File: src/rtl/npu_pkg.sv
// Shared NPU definitions: default array geometry, lane slicing
// and FIFO level width helper used by the skew/deskew blocks.
package npu_pkg;

  localparam int NPU_N     = 8;
  localparam int NPU_ACC_W = 32;

  function automatic int fifo_lvl_w(input int depth);
    return $clog2(depth) + 1;
  endfunction

  function automatic logic [NPU_ACC_W-1:0] lane(
    input logic [NPU_N*NPU_ACC_W-1:0] v,
    input int                         j
  );
    return v[j*NPU_ACC_W +: NPU_ACC_W];
  endfunction

endpackage

File: src/rtl/systolic_output_deskew_if.sv
// Valid/ready bus carrying row-aligned result vectors
// from the deskew collector toward writeback.
interface systolic_output_deskew_if
  import npu_pkg::*;
#(
  parameter int N         = NPU_N,
  parameter int ACC_WIDTH = NPU_ACC_W
);

  logic                   m_valid;
  logic                   m_ready;
  logic [N*ACC_WIDTH-1:0] m_data;

  modport master (
    output m_valid,
    output m_data,
    input  m_ready
  );

  modport slave (
    input  m_valid,
    input  m_data,
    output m_ready
  );

endinterface

File: src/rtl/npu_sync_fifo.sv
// Synchronous FIFO with registered head output, level count
// and drop indication when a push meets a full, non-popping FIFO.
module npu_sync_fifo
  import npu_pkg::*;
#(
  parameter int WIDTH = 32,
  parameter int DEPTH = 4
) (
  input  logic                         clk,
  input  logic                         rst_n,
  input  logic                         clear,
  input  logic                         push,
  input  logic [WIDTH-1:0]             push_data,
  output logic                         out_valid,
  input  logic                         out_ready,
  output logic [WIDTH-1:0]             out_data,
  output logic [fifo_lvl_w(DEPTH)-1:0] level,
  output logic                         drop
);

  localparam int AW = $clog2(DEPTH);
  localparam int LW = fifo_lvl_w(DEPTH);

  logic [WIDTH-1:0] mem [DEPTH];
  logic [AW-1:0]    rd_ptr;
  logic [AW-1:0]    wr_ptr;
  logic [AW-1:0]    rd_nx;
  logic [LW-1:0]    count;
  logic [LW-1:0]    count_nx;
  logic [LW-1:0]    kept;
  logic [WIDTH-1:0] head_nx;
  logic             pop;
  logic             full;
  logic             push_ok;

  assign pop      = out_valid & out_ready;
  assign full     = (count == LW'(DEPTH));
  assign push_ok  = push & (~full | pop);
  assign drop     = push & full & ~pop;
  assign rd_nx    = rd_ptr + AW'(pop);
  assign kept     = count - LW'(pop);
  assign count_nx = kept + LW'(push_ok);
  assign level    = count;

  // Next head: oldest surviving entry, else bypass the new push.
  always_comb begin
    head_nx = '0;
    if (kept != '0)
      head_nx = mem[rd_nx];
    else if (push_ok)
      head_nx = push_data;
  end

  always_ff @(posedge clk) begin
    if (push_ok && !clear)
      mem[wr_ptr] <= push_data;
  end

  always_ff @(posedge clk or negedge rst_n) begin
    if (!rst_n) begin
      rd_ptr    <= '0;
      wr_ptr    <= '0;
      count     <= '0;
      out_valid <= 1'b0;
      out_data  <= '0;
    end else if (clear) begin
      rd_ptr    <= '0;
      wr_ptr    <= '0;
      count     <= '0;
      out_valid <= 1'b0;
      out_data  <= '0;
    end else begin
      wr_ptr    <= wr_ptr + AW'(push_ok);
      rd_ptr    <= rd_nx;
      count     <= count_nx;
      out_valid <= (count_nx != '0);
      out_data  <= head_nx;
    end
  end

endmodule

File: src/rtl/systolic_output_deskew.sv
// Deskews systolic array column outputs into aligned vectors and
// queues them. Build option DESKEW_RELU_EN zeroes negative lanes.
module systolic_output_deskew
  import npu_pkg::*;
#(
  parameter int N          = NPU_N,
  parameter int ACC_WIDTH  = NPU_ACC_W,
  parameter int FIFO_DEPTH = 4
) (
  input  logic                              clk,
  input  logic                              rst_n,
  input  logic                              clear,
  input  logic [N*ACC_WIDTH-1:0]            y_in,
  input  logic [N-1:0]                      y_valid,
  systolic_output_deskew_if.master          m,
  output logic [fifo_lvl_w(FIFO_DEPTH)-1:0] fifo_level,
  output logic                              overflow,
  output logic                              misalign_err
);

  localparam int            GW     = $clog2(N) + 1;
  localparam logic [GW-1:0] G_INIT = GW'(N - 1);

  logic [N-1:0]           av;
  logic [N*ACC_WIDTH-1:0] ad;
  logic [N*ACC_WIDTH-1:0] pd;
  logic [GW-1:0]          guard;
  logic                   armed;
  logic                   push;
  logic                   mis_hit;
  logic                   drop;

  for (genvar j = 0; j < N; j++) begin : g_col
    localparam int D = N - 1 - j;
    if (D == 0) begin : g_direct
      assign av[j] = y_valid[j];
      assign ad[j*ACC_WIDTH +: ACC_WIDTH] =
        y_in[j*ACC_WIDTH +: ACC_WIDTH];
    end else begin : g_dly
      logic                 v_q [D];
      logic [ACC_WIDTH-1:0] d_q [D];
      always_ff @(posedge clk or negedge rst_n) begin
        if (!rst_n) begin
          for (int k = 0; k < D; k++) begin
            v_q[k] <= 1'b0;
            d_q[k] <= '0;
          end
        end else if (clear) begin
          for (int k = 0; k < D; k++) begin
            v_q[k] <= 1'b0;
            d_q[k] <= '0;
          end
        end else begin
          v_q[0] <= y_valid[j];
          d_q[0] <= y_in[j*ACC_WIDTH +: ACC_WIDTH];
          for (int k = 1; k < D; k++) begin
            v_q[k] <= v_q[k-1];
            d_q[k] <= d_q[k-1];
          end
        end
      end
      assign av[j] = v_q[D-1];
      assign ad[j*ACC_WIDTH +: ACC_WIDTH] = d_q[D-1];
    end
  end

  always_comb begin
    pd = ad;
`ifdef DESKEW_RELU_EN
    for (int j = 0; j < N; j++) begin
      if (ad[j*ACC_WIDTH + ACC_WIDTH - 1])
        pd[j*ACC_WIDTH +: ACC_WIDTH] = '0;
    end
`endif
  end

  // Vectors in flight at reset/clear land within N-1 edges; ignore them.
  assign armed   = (guard == '0);
  assign push    = armed & (&av);
  assign mis_hit = armed & (av != '0) & ~(&av);

  always_ff @(posedge clk or negedge rst_n) begin
    if (!rst_n) begin
      guard        <= G_INIT;
      overflow     <= 1'b0;
      misalign_err <= 1'b0;
    end else if (clear) begin
      guard        <= G_INIT;
      overflow     <= 1'b0;
      misalign_err <= 1'b0;
    end else begin
      if (!armed)
        guard <= guard - 1'b1;
      if (mis_hit)
        misalign_err <= 1'b1;
      if (drop)
        overflow <= 1'b1;
    end
  end

  npu_sync_fifo #(
    .WIDTH (N*ACC_WIDTH),
    .DEPTH (FIFO_DEPTH)
  ) u_fifo (
    .clk       (clk),
    .rst_n     (rst_n),
    .clear     (clear),
    .push      (push),
    .push_data (pd),
    .out_valid (m.m_valid),
    .out_ready (m.m_ready),
    .out_data  (m.m_data),
    .level     (fifo_level),
    .drop      (drop)
  );

endmodule

File: src/flat_wrapper.sv
// flat-port wrapper written by rule: the top's interface ports become plain ports
module systolic_output_deskew_flat import npu_pkg::*;
#(
  parameter int N          = NPU_N,
  parameter int ACC_WIDTH  = NPU_ACC_W,
  parameter int FIFO_DEPTH = 4
)
  (clk, rst_n, clear, y_in, y_valid, fifo_level, overflow, misalign_err, m_m_valid, m_m_data, m_m_ready);
  systolic_output_deskew_if #(.N(N), .ACC_WIDTH(ACC_WIDTH)) m_i ();
  input  logic clk;
  input  logic rst_n;
  input  logic clear;
  input  logic [N*ACC_WIDTH-1:0] y_in;
  input  logic [N-1:0] y_valid;
  output logic [fifo_lvl_w(FIFO_DEPTH)-1:0] fifo_level;
  output logic overflow;
  output logic misalign_err;
  output wire logic [$bits(m_i.m_valid)-1:0] m_m_valid;
  output wire logic [$bits(m_i.m_data)-1:0] m_m_data;
  input wire logic [$bits(m_i.m_ready)-1:0] m_m_ready;
  assign m_m_valid = m_i.m_valid;
  assign m_m_data = m_i.m_data;
  assign m_i.m_ready = m_m_ready;
  systolic_output_deskew #(.N(N), .ACC_WIDTH(ACC_WIDTH), .FIFO_DEPTH(FIFO_DEPTH)) u_core (.clk(clk), .rst_n(rst_n), .clear(clear), .y_in(y_in), .y_valid(y_valid), .m(m_i), .fifo_level(fifo_level), .overflow(overflow), .misalign_err(misalign_err));
endmodule
File: config.mk
export PLATFORM = sky130hd
export DESIGN_NAME = systolic_output_deskew_flat
export DESIGN_NICKNAME = d
export VERILOG_FILES = /design/src/rtl/npu_pkg.sv /design/src/rtl/systolic_output_deskew_if.sv /design/src/rtl/npu_sync_fifo.sv /design/src/rtl/systolic_output_deskew.sv /design/src/flat_wrapper.sv
export SDC_FILE = /design/constraint.sdc
export NUM_CORES = 2
export LEC_CHECK = 0
export ABC_CLOCK_PERIOD_IN_PS = 80600
export BUFFER_PORTS_ARGS = -buffer_cell sky130_fd_sc_hd__buf_2
export CAP_MARGIN = 20
export CORE_AREA = 4 4 447 449
export DETAILED_ROUTE_END_ITERATION = 7
export DIE_AREA = 0 0 451 453
export RECOVER_POWER = 50
export SKIP_CTS_REPAIR_TIMING = 1
export SLEW_MARGIN = 20
export SYNTH_ARGS = -nofsm -noshare
export SYNTH_HDL_FRONTEND = slang
export SYNTH_SLANG_ARGS = --single-unit
File: constraint.sdc
create_clock -name clk -period 80.6 [get_ports clk]
set_clock_uncertainty 0.15 [all_clocks]
set_input_delay 4.03 -clock clk [delete_from_list [all_inputs] [get_ports clk]]
set_output_delay 4.03 -clock clk [all_outputs]
set_load 0.02 [all_outputs]
Word level (Yosys, flattened, before mapping) --
Memories as Yosys holds them, arrays and structs flattened. Cells that the tools add are included.
Operators by class: $add $sub $neg 5, equality and inequality tests 2, mux-type cells 29, bitwise gates (word level) 11, reduce and logical (&&, ||, !) cells 9
Operator list (number):
- $mux W256 | 3
- $mux W224 | 1
- $mux W192 | 1
- $mux W160 | 1
- $mux W128 | 1
- $mux W96 | 1
- $mux W64 | 1
- $mux W32 | 1
- $mux W4 | 3
- $mux W1 | 8
- $reduce_and A8 Y1 | 1
- $reduce_bool A8 Y1 | 1
- $and A1 B1 Y1 | 7
- $mux W7 | 1
- $mux W2 | 3
- $mux W3 | 2
- $mux W6 | 1
- $reduce_bool A3 Y1 | 2
- $mux W5 | 1
- $add A2 B1 Y2 | 2
- $logic_not A4 Y1 | 1
- $reduce_bool A2 Y1 | 2
- $sub A4 B1 Y4 const B | 1
- $add A3 B1 Y3 | 1
- 7 further kinds | 9
Storage, ports and cells: register bits after elaboration 1194, memory bits (writable) 1024, input bits 268, output and inout port bits 262, logic and storage cells 121, memories kept 1
Memories:
- u_core.u_fifo.mem | words 4, bits a word 256, read ports 1, clocked after Yosys merged registers in 0, wr ports 1, RTL line npu_sync_fifo.sv:24 | logic [WIDTH-1:0] mem [DEPTH];

Depth between registers and ports, before layout --
word-level depth 7, depth in mapped cells 10, gate-level depth less buffers 10

Hierarchy --
Synthesis repeated with hierarchy kept, for this count alone.
Unflattened totals: cell total of the unflattened synthesis 4765, area total of the unflattened synthesis 81265.4 um2
Modules (own cells, without submodules):
- npu_sync_fifo | times used 1, cells an instance 2780, area an instance 51647.0 um2, seq. area each 37355.8 um2
- systolic_output_deskew | times used 1, cells an instance 1985, area an instance 29618.4 um2, seq. area each 23276.1 um2

Worst setup path before layout --
Ideal clock, no wire load.
path kind input port to flip-flop, start point input port y_valid[7], end point memory u_core.u_fifo.mem[2][0] in the netlist's numbering (enable), library setup time 1587 ps, arrival 30627 ps, required time 78863 ps, setup slack 48236 ps, cell stages on the path 4, buffers on the path 0, cells stage by stage nand4_1 > nor4_4 > nand2_1 > nor4b_1
Between the ends: longest elaborated chain between the ends 6
Ends and longest elaborated chain:
- start, declared | RTL line flat_wrapper.sv:14 | input logic [N-1:0] y_valid;
- $reduce_and A8 Y1 | RTL line systolic_output_deskew.sv:79 | assign push = armed & (&av);
- $and A1 B1 Y1 | RTL line systolic_output_deskew.sv:79
- $and A1 B1 Y1 | RTL line npu_sync_fifo.sv:38 | assign push_ok = push & (~full | pop);
- $logic_and A1 B1 Y1 | RTL line npu_sync_fifo.sv:55 | if (push_ok && !clear)
- $mux W1 | RTL line npu_sync_fifo.sv:55
- $mux W1 (implied by the code) | RTL line npu_sync_fifo.sv:56 | mem[wr_ptr] <= push_data;
- end, declared | RTL line npu_sync_fifo.sv:24
No other way between the ends.

==> metrics.txt <==
final instance area=around 90000 um^2; I/O pin count=530; Critical Path RT=around 79 ns; Ys Warns=0; TritonCTS clock tree=done; TritonCTS buffer count=about 220; H-tree lvl count=4; Synth cell types=36; CP bufs+invs=2; internal power=a little under 2 mW; drt total wl=about 160 mm; FP Rows=between 150 and 200; DR iter-0 viols=around 2400; R2R Path End=u_core.u_fifo.mem[1][244]; Syn Inst Count=between 4000 and 5000; total power=approximately 2.7 mW; Critical Path End Type=asynchronous set/reset pin; Synth Cell Area=about 78000 um^2; top cells by area, synth=edfxtp_1, dfrtp_1, nor2b_1, mux4_2, o21ai_2; Routed Antenna Nets=0; Slowest cell on crit path=clkbuf_1; Die X=roughly 450 um; Sw Ratio=a little over a quarter; Die ar.=a little over 200000 um^2; maximum VDD drop=around 23 uV; reg2reg start=u_core.guard[0]; EDFF count, synth=around 1000; min Tclk post-route=~17 ns; Vias per Instance=around 4.6; leading area contributor after synthesis=edfxtp_1; PD cells=29.75 nW/um^2; Final setup viols=0; sequential area share after synthesis=77.88%; Flop pwr share=around half; dpl ws=roughly 70 ns; async set-or-reset flop fraction in the synthesized netlist=53.83%; Root Buffer=clkbuf_16; clk sink count=2218; FF+latch count, synth=about 2200; Slew Viols, Final=1237; end-of-flow core utilization=approximately 46%; R2R depth=8; Fmax=about 58 MHz; post-synth top area share=between 30% and 40%; CP Capture Point=u_core.u_fifo.out_data[241]; Syn Area/Cell=between 15 and 20 um^2; CP most frequent cell=clkbuf_1; period utilisation layout=a little over a fifth; Die Ht=between 400 and 500 um; Comb power frac=a little over an eighth; PortBufs=roughly 530; syn nets=between 4000 and 5000; Slew HR=-441.2%; status=finished with violations; clock slew at reported path FFs=~0.06 ns; worst path cell trace=clkbuf_1 -> clkbuf_1; slowest stage delay, CP=6.14 ns; pin count of the biggest net entering global routing=172; Hold Crit Class=reg -> reg; Clock Latency Late Sink=0.83 ns; CP Depth=2; setup TNS=0 ns; Max FO, Critical Path=152; DRC violations left=0; area of the core=196200 um^2; Inst Count DP=between 7000 and 8000; Tightest Pin Transition=just over 8 ns; tightest hold margin=~0.28 ns; Max Cap Violations=17; delay-heaviest family, CP=buffers and inverters; routability cong.=between 0.7 and 0.8; Hold Fails Final Rpt=0; grt ovf=0; Setup Crit Path Kind=in -> async; failing checks=capacitance limit, slew limit; reg-to-reg slack, setup=approximately 75 ns; Global Route Usage Sum=15.95%; vias in the first global route=a little under 40000; Final nets=approximately 5300; dominant synthesized flop cell=dfrtp_1; Vias=36416; Max Root-Sink Buffers=3; final cell count without fillers=around 8000; RSZ-0062 raised after global routing=no; routed len/inst=20.56 um; initial antenna violation count=28; DPL Wire Length=between 90 and 100 mm; Crit. Startpoint=rst_n; Initial Utilization=between 30% and 40%; Clock power frac=approximately two fifths; Worst Path Arrival=about 16 ns; leak pwr=33.90 nW; length of the first detailed-routing pass in iterations=5; placed inst area=roughly 83000 um^2; share of cells above drive strength 1=around a fifth; Worst Slack Setup Final=~63 ns; CP Launch Type=primary input; Sw Pwr=slightly above 0.7 mW; Area Overhead vs Synth=16.04%; first-pass GRT wire length=247.3 mm
synthesized netlist by cell type, drive strengths merged (3+ instances only):
cell type and n:
dfstp 3, mux4 256, dfrtp 1191, o21ai 256
nor4 4, buf 115, xnor2 3, a21oi 5
ha 8, clkbuf 103, nor2 7, inv 265
nor2b 929, nand2 262, edfxtp 1024
layer usage:
metal,global-route usage [%],routed length [um],vias to the layer above
met5,0,17,-
met4,7.101,6810,2
met3,2.913,6352,294
met2,26.05,80360,696
met1,21.00,68870,18946
li1,-,-,16478
state kept, by name (all words and copies together), names as in the netlist:
name and cells:
u_core.overflow 1, u_core.g_col.g_dly.v_q 22, u_core.u_fifo.wr_ptr 2, u_core.guard 4, u_core.av 6, u_core.u_fifo.rd_ptr 2, u_core.u_fifo.out_valid 1, u_core.misalign_err 1
u_core.u_fifo.level 3, u_core.u_fifo.out_data 256, u_core.ad 192, u_core.g_col.g_dly.d_q 704, u_core.u_fifo.mem 1024
cell type report:
class / instances / area (um^2)
timing repair buffer: 590 / 2815
clock buffer: 348 / 6596
inverter: 265 / 994.7
antenna: 16 / 40.04
fill: 17123 / 105900
tap: 2640 / 3303
multi-input combinational: 1749 / 15070
clock inverter: 74 / 888.4
sequential: 2218 / 60630
worst register-to-register path: stages (launching register included):
cell,delay (ns)
dfstp_2,0.37
inv_1,0.10
ha_1,0.23
nand2b_4,0.08
nor4_4,0.55
nand2_1,0.33
nor4b_1,0.44
clkbuf_1,1.74
buf_4,0.96
cells in the final DEF (no fill, tap or decap), types with 8 or more instances in the layout:
cell type  Yosys  layout
clkbuf_16      0     228
buf_12         0       8
o21ai_0       16      16
mux4_2       256     256
o21ai_2      209     209
buf_2         32     243
edfxtp_1    1024    1024
bufinv_16      0      11
nor2b_1      929     929
clkinv_2       0      22
o21ai_1       31      31
clkbuf_8       0      44
nand2_1      262     262
clkbuf_1     103     378
clkinv_1       0      13
diode_2        0      16
buf_4         19      34
dfrtp_1     1191    1191
inv_1        265     265
how the worst min path moves through the flow:
stage / start / end / slack, ns / cells after the start
6_report: u_core.g_col[1].g_dly.d_q[128] / u_core.g_col[1].g_dly.d_q[96] / 0.28 / 1
5_1_grt: u_core.g_col[1].g_dly.d_q[158] / u_core.g_col[1].g_dly.d_q[126] / 0.30 / 1
4_1_cts: u_core.g_col[1].g_dly.d_q[65] / u_core.g_col[1].g_dly.d_q[33] / 0.28 / 1
3_5_place_dp: u_core.g_col[2].g_dly.d_q[45] / u_core.ad[77] / 0.30 / 1
3_3_place_gp: u_core.g_col[0].g_dly.d_q[88] / u_core.g_col[0].g_dly.d_q[56] / 0.29 / 1
2_1_floorplan: u_core.g_col[0].g_dly.d_q[32] / u_core.ad[0] / 0.29 / 1
power groups by stage:
stage	sequential, mW	clock (mW)	combinational (mW)
after CTS	1.30	1.06	0.389
after global placement	1.32	0	0.385
after floorplan	1.35	0	0.184
final	1.29	1.03	0.363
after global routing	1.30	1.11	0.400
after detailed placement	1.32	0	0.389
cell families (layout without fill, tap and decap cells):
| group | count (synthesis) | count (layout) | share of synthesized area [%] |
|---|---|---|---|
| adder cells (fa/ha/maj) | 8 | 8 | 0.1286 |
| XOR/XNOR | 5 | 5 | 0.05626 |
| flip-flops | 2218 | 2218 | 77.88 |
| multiplexers | 256 | 256 | 7.406 |
| AND/OR/NAND/NOR | 1215 | 1215 | 8.960 |
| other | 0 | 16 | 0 |
| buffers and inverters | 483 | 1277 | 2.838 |
| AO/OA/AOI/OAI | 265 | 265 | 2.729 |
Note: power is estimated with default switching activity, not from simulation.
